===== src/rtl/mem_port_arbiter_pkg.sv =====
`default_nettype none
// ============================================================================
//  Module      : mem_port_arbiter_pkg
//  Description : Shared types and constants for the fetch/data memory port
//                arbiter: FSM state encoding, grant identifiers and the
//                latency-counter width helper.
//  Ports       : none (package)
//  Revision    : 1.0 - initial release
// ============================================================================
package mem_port_arbiter_pkg;

    // Access sequencer states.
    typedef enum logic [1:0] {
        ST_IDLE  = 2'd0,
        ST_ISSUE = 2'd1,
        ST_WAIT  = 2'd2,
        ST_RESP  = 2'd3
    } state_t;

    // Grant identifiers; also the encoding of the last-grant register.
    localparam logic c_FETCH = 1'b0;
    localparam logic c_DATA  = 1'b1;

    // Width of the latency down-counter. It is loaded with LATENCY-1, so
    // $clog2(LATENCY+1) bits always suffice; the guard keeps it >= 1 bit.
    function automatic int cnt_width(input int latency);
        return (latency < 1) ? 1 : $clog2(latency + 1);
    endfunction

endpackage
`default_nettype wire


===== src/rtl/mem_port_arbiter_if.sv =====
`default_nettype none
// ============================================================================
//  Module      : mem_port_arbiter_if
//  Description : Bundle of the fetch request port, the load/store request
//                port and the single-port memory command/response bus.
//  Modports    : slave  - arbiter view (takes requests, drives memory)
//                master - core + memory model view
//  Signals     : if_req/if_addr/if_rdata/if_ready      fetch port
//                d_req/d_we/d_addr/d_wdata/d_rdata/d_ready  data port
//                mem_en/mem_we/mem_addr/mem_wdata/mem_rdata memory bus
//  Revision    : 1.0 - initial release
// ============================================================================
interface mem_port_arbiter_if #(
    parameter int DATA_W = 32,
    parameter int ADDR_W = 32
);

    // Instruction-fetch port
    logic              if_req;
    logic [ADDR_W-1:0] if_addr;
    logic [DATA_W-1:0] if_rdata;
    logic              if_ready;

    // Load/store port
    logic              d_req;
    logic              d_we;
    logic [ADDR_W-1:0] d_addr;
    logic [DATA_W-1:0] d_wdata;
    logic [DATA_W-1:0] d_rdata;
    logic              d_ready;

    // Memory bus
    logic              mem_en;
    logic              mem_we;
    logic [ADDR_W-1:0] mem_addr;
    logic [DATA_W-1:0] mem_wdata;
    logic [DATA_W-1:0] mem_rdata;

    modport slave (
        input  if_req, if_addr,
        output if_rdata, if_ready,
        input  d_req, d_we, d_addr, d_wdata,
        output d_rdata, d_ready,
        output mem_en, mem_we, mem_addr, mem_wdata,
        input  mem_rdata
    );

    modport master (
        output if_req, if_addr,
        input  if_rdata, if_ready,
        output d_req, d_we, d_addr, d_wdata,
        input  d_rdata, d_ready,
        input  mem_en, mem_we, mem_addr, mem_wdata,
        output mem_rdata
    );

endinterface
`default_nettype wire


===== src/rtl/mem_port_arbiter_rr_arbiter2.sv =====
`default_nettype none
// ============================================================================
//  Module      : mem_port_arbiter_rr_arbiter2
//  Description : Two-requester round-robin pick (fetch vs data). A single
//                request wins outright; on a tie the side that did not win
//                last time is chosen. The last-grant register only moves
//                when the caller actually takes the grant.
//  Ports       : clock         in  system clock
//                reset         in  asynchronous active-low reset
//                i_req_fetch   in  fetch request
//                i_req_data    in  data request
//                i_take        in  grant is consumed this cycle
//                o_grant_valid out at least one request present
//                o_grant_id    out winner (c_FETCH / c_DATA)
//  Revision    : 1.0 - initial release
// ============================================================================
module mem_port_arbiter_rr_arbiter2
    import mem_port_arbiter_pkg::*;
(
    input  wire  clock,
    input  wire  reset,
    input  wire  i_req_fetch,
    input  wire  i_req_data,
    input  wire  i_take,
    output logic o_grant_valid,
    output logic o_grant_id
);

    logic r_last_grant;

    always_comb begin
        o_grant_valid = i_req_fetch | i_req_data;
        o_grant_id    = c_FETCH;
        if (i_req_fetch && i_req_data) begin
            o_grant_id = ~r_last_grant;
        end else if (i_req_data) begin
            o_grant_id = c_DATA;
        end
    end

    // Starts at FETCH so that the first tie after reset goes to data.
    always_ff @(posedge clock or negedge reset) begin
        if (!reset) begin
            r_last_grant <= c_FETCH;
        end else if (i_take && o_grant_valid) begin
            r_last_grant <= o_grant_id;
        end
    end

endmodule
`default_nettype wire


===== src/rtl/mem_port_arbiter.sv =====
`default_nettype none
// ============================================================================
//  Module      : mem_port_arbiter
//  Description : Shares one single-port memory between instruction fetch and
//                load/store. Requests are serialised; each granted access
//                runs IDLE -> ISSUE (one-cycle mem_en) -> WAIT (fixed
//                latency) -> RESP (one-cycle ready to the winner).
//  Parameters  : DATA_W      data word width
//                ADDR_W      byte address width
//                MEM_LATENCY cycles from mem_en to valid mem_rdata (>= 1)
//  Ports       : clock  in   system clock, rising edge
//                reset  in   asynchronous active-low reset
//                bus    --   mem_port_arbiter_if.slave (fetch, data, memory)
//                busy   out  high whenever the sequencer is not idle
//  Revision    : 1.0 - initial release
// ============================================================================
module mem_port_arbiter
    import mem_port_arbiter_pkg::*;
#(
    parameter int DATA_W      = 32,
    parameter int ADDR_W      = 32,
    parameter int MEM_LATENCY = 2
) (
    input  wire                clock,
    input  wire                reset,
    mem_port_arbiter_if.slave  bus,
    output logic               busy
);

    localparam int               CNT_W      = cnt_width(MEM_LATENCY);
    localparam logic [CNT_W-1:0] c_CNT_LOAD = CNT_W'(MEM_LATENCY - 1);

    state_t            r_state;
    state_t            w_state_nxt;
    logic [CNT_W-1:0]  r_cnt;
    logic              r_grant;
    logic              w_grant_valid;
    logic              w_grant_id;
    logic              w_take;
    logic              w_cnt_done;

    logic              r_mem_en;
    logic              r_mem_we;
    logic [ADDR_W-1:0] r_mem_addr;
    logic [DATA_W-1:0] r_mem_wdata;
    logic [DATA_W-1:0] r_if_rdata;
    logic [DATA_W-1:0] r_d_rdata;
    logic              r_if_ready;
    logic              r_d_ready;

    mem_port_arbiter_rr_arbiter2 u_rr_arbiter2 (
        .clock         (clock),
        .reset         (reset),
        .i_req_fetch   (bus.if_req),
        .i_req_data    (bus.d_req),
        .i_take        (w_take),
        .o_grant_valid (w_grant_valid),
        .o_grant_id    (w_grant_id)
    );

    // Last WAIT cycle: memory data is valid on mem_rdata right now.
    assign w_cnt_done = (r_state == ST_WAIT) && (r_cnt == '0);

    // ------------------------------------------------------------------
    // Sequencer: state register
    // ------------------------------------------------------------------
    always_ff @(posedge clock or negedge reset) begin
        if (!reset) begin
            r_state <= ST_IDLE;
        end else begin
            r_state <= w_state_nxt;
        end
    end

    // ------------------------------------------------------------------
    // Sequencer: next state and grant acceptance
    // ------------------------------------------------------------------
    always_comb begin
        w_state_nxt = r_state;
        w_take      = 1'b0;
        case (r_state)
            ST_IDLE: begin
                if (w_grant_valid) begin
                    w_take      = 1'b1;
                    w_state_nxt = ST_ISSUE;
                end
            end
            ST_ISSUE: begin
                w_state_nxt = ST_WAIT;
            end
            ST_WAIT: begin
                if (w_cnt_done) begin
                    w_state_nxt = ST_RESP;
                end
            end
            ST_RESP: begin
                w_state_nxt = ST_IDLE;
            end
            default: begin
                w_state_nxt = ST_IDLE;
            end
        endcase
    end

    // ------------------------------------------------------------------
    // Datapath: latched command, latency counter, responses
    // ------------------------------------------------------------------
    always_ff @(posedge clock or negedge reset) begin
        if (!reset) begin
            r_grant     <= c_FETCH;
            r_cnt       <= '0;
            r_mem_en    <= 1'b0;
            r_mem_we    <= 1'b0;
            r_mem_addr  <= '0;
            r_mem_wdata <= '0;
            r_if_rdata  <= '0;
            r_d_rdata   <= '0;
            r_if_ready  <= 1'b0;
            r_d_ready   <= 1'b0;
        end else begin
            // mem_en is high exactly for the ISSUE cycle.
            r_mem_en <= w_take;

            // Command fields are captured at grant time and left untouched
            // until the next grant, so later request changes are ignored.
            if (w_take) begin
                r_grant <= w_grant_id;
                if (w_grant_id == c_DATA) begin
                    r_mem_we    <= bus.d_we;
                    r_mem_addr  <= bus.d_addr;
                    r_mem_wdata <= bus.d_wdata;
                end else begin
                    r_mem_we    <= 1'b0;
                    r_mem_addr  <= bus.if_addr;
                    r_mem_wdata <= '0;
                end
            end

            if (r_state == ST_ISSUE) begin
                r_cnt <= c_CNT_LOAD;
            end else if ((r_state == ST_WAIT) && (r_cnt != '0)) begin
                r_cnt <= r_cnt - 1'b1;
            end

            r_if_ready <= w_cnt_done && (r_grant == c_FETCH);
            r_d_ready  <= w_cnt_done && (r_grant == c_DATA);

            // Each requester keeps its own read data so it holds between
            // its own accesses; stores leave it unchanged.
            if (w_cnt_done && !r_mem_we) begin
                if (r_grant == c_DATA) begin
                    r_d_rdata <= bus.mem_rdata;
                end else begin
                    r_if_rdata <= bus.mem_rdata;
                end
            end
        end
    end

    assign bus.mem_en    = r_mem_en;
    assign bus.mem_we    = r_mem_we;
    assign bus.mem_addr  = r_mem_addr;
    assign bus.mem_wdata = r_mem_wdata;
    assign bus.if_rdata  = r_if_rdata;
    assign bus.if_ready  = r_if_ready;
    assign bus.d_rdata   = r_d_rdata;
    assign bus.d_ready   = r_d_ready;
    assign busy          = (r_state != ST_IDLE);

endmodule
`default_nettype wire

===== src/flat_wrapper.sv =====
// flat-port wrapper written by rule: the top's interface ports become plain ports
module mem_port_arbiter_flat import mem_port_arbiter_pkg::*;
#(
    parameter int DATA_W      = 32,
    parameter int ADDR_W      = 32,
    parameter int MEM_LATENCY = 2
)
  (clock, reset, busy, bus_if_req, bus_if_addr, bus_if_rdata, bus_if_ready, bus_d_req, bus_d_we, bus_d_addr, bus_d_wdata, bus_d_rdata, bus_d_ready, bus_mem_en, bus_mem_we, bus_mem_addr, bus_mem_wdata, bus_mem_rdata);
  mem_port_arbiter_if #(.DATA_W(DATA_W), .ADDR_W(ADDR_W)) bus_i ();
  input  wire clock;
  input  wire reset;
  output logic busy;
  input wire logic [$bits(bus_i.if_req)-1:0] bus_if_req;
  input wire logic [$bits(bus_i.if_addr)-1:0] bus_if_addr;
  output wire logic [$bits(bus_i.if_rdata)-1:0] bus_if_rdata;
  output wire logic [$bits(bus_i.if_ready)-1:0] bus_if_ready;
  input wire logic [$bits(bus_i.d_req)-1:0] bus_d_req;
  input wire logic [$bits(bus_i.d_we)-1:0] bus_d_we;
  input wire logic [$bits(bus_i.d_addr)-1:0] bus_d_addr;
  input wire logic [$bits(bus_i.d_wdata)-1:0] bus_d_wdata;
  output wire logic [$bits(bus_i.d_rdata)-1:0] bus_d_rdata;
  output wire logic [$bits(bus_i.d_ready)-1:0] bus_d_ready;
  output wire logic [$bits(bus_i.mem_en)-1:0] bus_mem_en;
  output wire logic [$bits(bus_i.mem_we)-1:0] bus_mem_we;
  output wire logic [$bits(bus_i.mem_addr)-1:0] bus_mem_addr;
  output wire logic [$bits(bus_i.mem_wdata)-1:0] bus_mem_wdata;
  input wire logic [$bits(bus_i.mem_rdata)-1:0] bus_mem_rdata;
  assign bus_i.if_req = bus_if_req;
  assign bus_i.if_addr = bus_if_addr;
  assign bus_if_rdata = bus_i.if_rdata;
  assign bus_if_ready = bus_i.if_ready;
  assign bus_i.d_req = bus_d_req;
  assign bus_i.d_we = bus_d_we;
  assign bus_i.d_addr = bus_d_addr;
  assign bus_i.d_wdata = bus_d_wdata;
  assign bus_d_rdata = bus_i.d_rdata;
  assign bus_d_ready = bus_i.d_ready;
  assign bus_mem_en = bus_i.mem_en;
  assign bus_mem_we = bus_i.mem_we;
  assign bus_mem_addr = bus_i.mem_addr;
  assign bus_mem_wdata = bus_i.mem_wdata;
  assign bus_i.mem_rdata = bus_mem_rdata;
  mem_port_arbiter #(.DATA_W(DATA_W), .ADDR_W(ADDR_W), .MEM_LATENCY(MEM_LATENCY)) u_core (.clock(clock), .reset(reset), .bus(bus_i), .busy(busy));
endmodule

===== config.mk =====
export PLATFORM = sky130hd
export DESIGN_NAME = mem_port_arbiter_flat
export DESIGN_NICKNAME = d
export VERILOG_FILES = /design/src/rtl/mem_port_arbiter_pkg.sv /design/src/rtl/mem_port_arbiter_if.sv /design/src/rtl/mem_port_arbiter_rr_arbiter2.sv /design/src/rtl/mem_port_arbiter.sv /design/src/flat_wrapper.sv
export SDC_FILE = /design/constraint.sdc
export NUM_CORES = 1
export LEC_CHECK = 0
export BUFFER_PORTS_ARGS = -buffer_cell sky130_fd_sc_hd__buf_2
export CORE_MARGIN = 5
export CORE_UTILIZATION = 34
export CTS_CLUSTER_SIZE = 14
export DETAILED_ROUTE_END_ITERATION = 10
export PLACE_DENSITY = 0.71
export SKIP_LAST_GASP = 1
export SYNTH_ARGS = -nofsm -noshare
export SYNTH_HDL_FRONTEND = slang
export SYNTH_SLANG_ARGS = --single-unit

===== constraint.sdc =====
create_clock -name clock -period 4.5 [get_ports clock]
set_clock_uncertainty 0.1 [all_clocks]
set_input_delay 0.9 -clock clock [delete_from_list [all_inputs] [get_ports clock]]
set_output_delay 0.9 -clock clock [all_outputs]
set_load 0.01 [all_outputs]

==> results.json, run 1 <==
{
  "status": "complete, no violations",
  "firstDrtPassIters": 4,
  "route.detailed.drc": 0,
  "io_pins": 266,
  "antenna_found_initial": 1,
  "grt_use_total": 0.154,
  "post_cts.repair.setup_buffers": 0,
  "path_max_fanout": 4,
  "hp-class": "flop to flop",
  "dp_cells": 881,
  "ant_nets": 0,
  "die_w_um": 137,
  "timing.rr.end": "u_core.bus.d_rdata[0]$_DFFE_PN0P_",
  "clock_sinks": 137,
  "dp_hpwl_um": 10200,
  "cts_resized": 0,
  "clock_path_buffers": 2,
  "end_kind": "output port",
  "cts_buffers": 17,
  "synth.net_count": 557,
  "ys_seq_area_frac": 0.627,
  "period_needed_ps": 2470,
  "cts_tree": "yes",
  "synth.area.top_cells": "dfrtp_1, mux2_4, mux2_2",
  "relSlewSlack": 0.299,
  "via_per_inst": 4.61,
  "die_area_um2": 18700,
  "diodes": 0,
  "synthAdderAreaFrac": 0.0114,
  "crit_path_start_kind": "flop",
  "synth-compound-area-share": 0.121,
  "rr_worst_depth": 6,
  "powerDensity_nw_per_um2": 759,
  "die_y_um": 137,
  "wl_per_cell_um": 15.8,
  "rsz0062_at_grt": "false",
  "synth-xor-area-share": 0.00160,
  "hold-path-endpoint": "u_core.bus.if_rdata[30]$_DFFE_PN0P_",
  "nFillCells": 1432,
  "syn_area_um2": 5460,
  "grt_pass1_vias": 4320,
  "ctsRootBufferMaster": "clkbuf_16",
  "timing.final.crit_share": 0.550,
  "yosys_register_bits": 137,
  "dr_total_vias": 4208,
  "hold_violations": 0,
  "max_stage_delay_ps": 400,
  "worstHoldPathCells": 1,
  "peakVddDrop_mv": 0.332,
  "startpoint": "u_core.r_state[0]$_DFFE_PN0P_",
  "grt_max_degree": 107,
  "rows": 46,
  "area_delta_synth_final_pct": 40.3,
  "fmax_mhz": 404,
  "synthCells": 419,
  "avgSynthCellArea_um2": 13.0,
  "holdBufCountCts": 0,
  "muxShareOfSynthArea": 0.155,
  "cp.arrival_ps": 1470,
  "cap_violations": 0,
  "wirelength_um": 14400,
  "fin_nets": 822,
  "start_util": 0.345,
  "crit_type": "flop to output port",
  "finalNonFillerCells": 913,
  "synth_top_area_cell": "dfrtp_1",
  "cp_common_cell": "inv_1",
  "worst_path_max_delay_cell": "dfrtp_1",
  "slew_viol_final": 0,
  "hp-start": "u_core.bus.if_rdata[30]$_DFFE_PN0P_",
  "cts_max_level": 4,
  "r2r_start": "u_core.r_state[0]$_DFFE_PN0P_",
  "finalSetupViolCount": 0,
  "core_area_um2": 15800,
  "crit_chain": "inv_1 > ha_1 > inv_1 > buf_2",
  "drive_above_1_share": 0.534,
  "grt_pass1_wl_um": 22200,
  "yosysWarnings": 0,
  "tightest_slew_ps": 1050,
  "yosysUniqueCellTypes": 25,
  "synth-simple-area-share": 0.0543,
  "rrSetupSlack_ps": 2180,
  "power.leakage_uw": 0.00402,
  "clkLatencyLatePin_ps": 410,
  "required_ps": 3500,
  "yosys.area.top_type_share": 0.627,
  "grt-ovfl-total": 0,
  "drt_iter0_drc": 164,
  "synth_top_family_by_area": "multiplexers",
  "clkTransAtPathRegs_ps": 60,
  "numPortBuffers": 265,
  "gp_congestion": 0.785,
  "setup_tns_ps": 0
}
==> cell usage in the layout (no fill, tap or decap) <==
cell        Yosys  layout
a211oi_1        1       1
a21bo_1         1       1
a21boi_2        0       1
a21o_1          1       1
a21oi_1        65      65
a22o_1         33      33
and3_1          1       1
buf_2          12     264
buf_4           0       8
buf_6           3       1
bufinv_16       0       5
clkbuf_1       12       1
clkbuf_16       0      17
clkbuf_8        0       2
clkinv_2        0       4
clkinv_4        0       1
clkinvlp_4      0       1
dfrtp_1       137     137
ha_1            5       5
inv_1           6       6
inv_6           0       1
mux2_1          2       2
mux2_2         33      33
mux2_4         30      30
nand2_1        33      33
nand2b_1        2       1
nand2b_2        0       1
nor2_1         35      35
nor2_2          1       1
nor2b_1         1       1
nor3_4          0       1
o21ai_4         0       1
o32a_1          1       1
xnor2_1         1       1
==> critical path: cells and delay by family, from the launching register on <==
family	cells	cell delay, ps
flops	1	400
buf+inv	3	380
fa+ha+maj	1	290
==> layout make-up <==
class                   count  area, µm²  area share
clock inverters            12        195      0.0255
flip-flops and latches    137       3430       0.447
well taps                 216        270      0.0353
clock buffers              20        457      0.0596
inverters                   6       22.5     0.00294
repair buffers            273       1390       0.182
multi-input cells         249       1900       0.248
==> synthesized netlist by cell type, drive strengths merged <==
cell    count
o21ai       1
a21boi      1
nor2       36
a21o        1
nor3        1
a21oi      65
xnor2       1
mux2       65
a211oi      1
and3        1
clkbuf     12
dfrtp     137
nand2b      2
ha          5
a22o       33
o32a        1
a21bo       1
buf        15
nor2b       1
inv         6
nand2      33
==> through the flow <==
stage / setup slack [ps] / total power (µW) / utilization / area (µm²) / hold WS [ps]
floorplan: 2550 / 3410 / - / 5460 / 392
global placement: 2160 / 4290 / 0.443 / 7010 / 365
detailed placement: 2120 / 4330 / 0.443 / 7010 / 372
CTS: 1990 / 5900 / 0.484 / 7660 / 385
global route: 1920 / 6200 / 0.484 / 7660 / 406
finish: 2030 / 5810 / 0.484 / 7660 / 383
==> power breakdown <==
part	internal [µW]	switching, µW	total [µW]
Clock	1010	524	1540
Combinational	1050	1060	2120
Sequential	1830	326	2160
==> how the worst max path moves through the flow <==
stage                                          end  slack (ps)  cells after the start
6_report                                      busy        2030                      4
4_1_cts                                       busy        1990                      4
5_1_grt                                       busy        1920                      4
3_3_place_gp    u_core.bus.mem_addr[8]$_DFFE_PN0P_        2160                      5
2_1_floorplan  u_core.bus.mem_addr[12]$_DFFE_PN0P_        2550                      5
3_5_place_dp    u_core.bus.mem_addr[1]$_DFFE_PN0P_        2120                      5
==> cell families after synthesis <==
group | Yosys count
AO/OA/AOI/OAI | 104
AND/OR/NAND/NOR | 74
buffers and inverters | 33
adder cells (fa/ha/maj) | 5
flip-flops | 137
multiplexers | 65
XOR/XNOR | 1
==> routing by layer <==
layer / global-route usage / vias up / share of wire
met5: 0 / - / 0.00090
met3: 0.0563 / 18 / 0.094
li1: - / 1999 / -
met1: 0.198 / 1995 / 0.43
met4: 0.0593 / 2 / 0.017
met2: 0.238 / 194 / 0.46
==> sequential cells by signal (all words and copies together) (netlist names) <==
signal                count
u_core.bus.d_rdata       32
u_core.bus.d_ready        1
u_core.bus.if_rdata      32
u_core.bus.if_ready       1
u_core.bus.mem_addr      32
u_core.bus.mem_en         1
u_core.bus.mem_wdata     32
u_core.bus.mem_we         1
u_core.r_cnt              2
u_core.r_grant            1
u_core.r_state            2
Note: power is estimated with default switching activity, not from simulation.
==> inputs of run 2 (changes only) <==
--- a/config.mk
+++ b/config.mk
@@ -10,7 +10,7 @@
 export CORE_UTILIZATION = 34
 export CTS_CLUSTER_SIZE = 14
 export DETAILED_ROUTE_END_ITERATION = 10
-export PLACE_DENSITY = 0.71
+export PLACE_DENSITY = 0.73
 export SKIP_LAST_GASP = 1
 export SYNTH_ARGS = -nofsm -noshare
 export SYNTH_HDL_FRONTEND = slang
==> constraint.sdc (replaced) <==
create_clock -name clock -period 2 [get_ports clock]
set_clock_uncertainty 0.1 [all_clocks]
set_input_delay 0.4 -clock clock [delete_from_list [all_inputs] [get_ports clock]]
set_output_delay 0.4 -clock clock [all_outputs]
set_load 0.01 [all_outputs]
==> run 2 against run 1 <==
Against the previous run:
- critical path depth did not move
- clock power rose by 110%
- cell area rose by 1.7%
- combinational power rose by 130%
- via count rose by 0.74%
- critical path type unchanged
- critical endpoint unchanged
==> results.json, run 2 (synthesis gave the netlist of run 1 again) <==
{
  "setup_tns_ps": 0,
  "p_sw_frac": 0.330,
  "io_pins": 266,
  "dp_hpwl_um": 10600,
  "rows": 46,
  "relSlewSlack": 0.757,
  "placed_cell_area_um2": 7140,
  "grt-ovfl-total": 0,
  "end_kind": "output port",
  "gp_congestion": 0.774,
  "grt_pass1_vias": 4337,
  "powerDensity_nw_per_um2": 1680,
  "wl_per_cell_um": 15.6,
  "die_area_um2": 18700,
  "route.detailed.drc": 0,
  "p_switching_uw": 4320,
  "hold_violations": 0,
  "core_area_um2": 15800,
  "drt_iter0_drc": 156,
  "clock_sinks": 137,
  "post_cts.repair.setup_buffers": 0,
  "layout_commonest_cell": "buf_2",
  "hp-class": "primary input to flop",
  "die_y_um": 137,
  "antenna_found_initial": 0,
  "area_delta_synth_final_pct": 42.6,
  "power.leakage_uw": 0.00407,
  "power.total_uw": 13100,
  "grt_pass1_wl_um": 22600,
  "wirelength_um": 14400,
  "finalSetupViolCount": 0,
  "grt_use_total": 0.155,
  "numPortBuffers": 265,
  "power.share.clock": 0.252,
  "cts_tree": "yes",
  "dr_total_vias": 4239,
  "path_max_fanout": 4,
  "clock_path_buffers": 2,
  "period_needed_ps": 1880,
  "tightest_slew_ps": 364,
  "start_util": 0.345,
  "worstHoldPathCells": 2,
  "grt_max_degree": 41,
  "crit_path_start_kind": "flop",
  "final_cell_area_um2": 7790,
  "clkLatencyLatePin_ps": 410,
  "power_frac_comb": 0.374,
  "slew_viol_final": 0,
  "rr_worst_depth": 6,
  "required_ps": 1500,
  "via_per_inst": 4.60,
  "status": "complete, no violations",
  "ctsRootBufferMaster": "clkbuf_16",
  "cts_buffers": 17,
  "fin_util": 0.492,
  "pwr-share-seq": 0.374,
  "cap_violations": 0,
  "setup_ws_ps": 121,
  "nFillCells": 1404,
  "ant_nets": 0,
  "post-place-ws_ps": 208,
  "die_w_um": 137,
  "p_int_uw": 8770,
  "drive_above_1_share": 0.538,
  "rsz0062_at_grt": "false",
  "firstDrtPassIters": 4,
  "fmax_mhz": 532,
  "fin_nets": 830,
  "diodes": 0,
  "cp.arrival_ps": 1380,
  "clkTransAtPathRegs_ps": 60,
  "cts_max_level": 4,
  "timing.final.crit_share": 0.939,
  "peakVddDrop_mv": 0.831,
  "mostFrequentLayoutCells": "buf_2, dfrtp_1, a21oi_1, nor2_1",
  "crit_type": "flop to output port"
}
==> run 2: per-layer routing <==
| layer | track usage | part of all wire |
|---|---|---|
| met1 | 0.201 | 0.43 |
| met3 | 0.0500 | 0.091 |
| met5 | 0 | 0 |
| met2 | 0.240 | 0.46 |
| met4 | 0.0665 | 0.020 |
==> run 2: power groups by stage <==
| stage | Combinational [µW] | Clock [µW] | Sequential [µW] |
|---|---|---|---|
| floorplan | 2200 | 0 | 5460 |
| global placement | 4840 | 0 | 4910 |
| detailed placement | 4960 | 0 | 4900 |
| CTS | 4960 | 3420 | 4900 |
| global route | 5380 | 3550 | 5060 |
| finish | 4900 | 3310 | 4890 |
==> run 2: path summary, 6_finish.rpt <==
path / to / startpoint / slack (ps)
worst max register to register: u_core.bus.if_rdata[19]$_DFFE_PN0P_ / u_core.r_state[0]$_DFFE_PN0P_ / 140
max in group asynchronous: u_core.bus.d_ready$_DFF_PN0_ / reset / 880
worst max-delay path: busy / u_core.r_state[0]$_DFFE_PN0P_ / 120
worst min register to register: u_core.bus.if_rdata[30]$_DFFE_PN0P_ / u_core.bus.if_rdata[30]$_DFFE_PN0P_ / 390
worst min-delay path: u_core.bus.mem_wdata[5]$_DFFE_PN0P_ / bus_d_wdata[5] / 100
min in group asynchronous: u_core.bus.d_rdata[6]$_DFFE_PN0P_ / reset / 360
==> run 2: cell type report <==
type	count	area, µm²	area share
well taps	216	270	0.0347
flip-flops and latches	137	3430	0.440
repair buffers	281	1530	0.196
clock buffers	21	460	0.0591
clock inverters	11	169	0.0217
inverters	6	22.5	0.00289
multi-input cells	249	1910	0.245
==> run 2: stage by stage <==
stage          cells  hold slack [ps]
5_1_grt          921             80.9
6_report         921              104
3_5_place_dp     888              218
4_1_cts          921             77.3
3_3_place_gp     888              221
2_1_floorplan    419             4.41
==> run 2: what timing repair did <==
| action | in CTS | in global routing |
|---|---|---|
| endpoints found under the hold margin | 32 | 0 |
| endpoints found under the setup margin | 1 | 1 |
| resized for setup | 1 | 1 |
| hold buffers | 1 | 0 |
==> run 2: critical path, stage by stage (launching register included) <==
cell and delay [ps]:
dfrtp_1 400, inv_1 150, ha_4 200, inv_1 80
buf_2 150
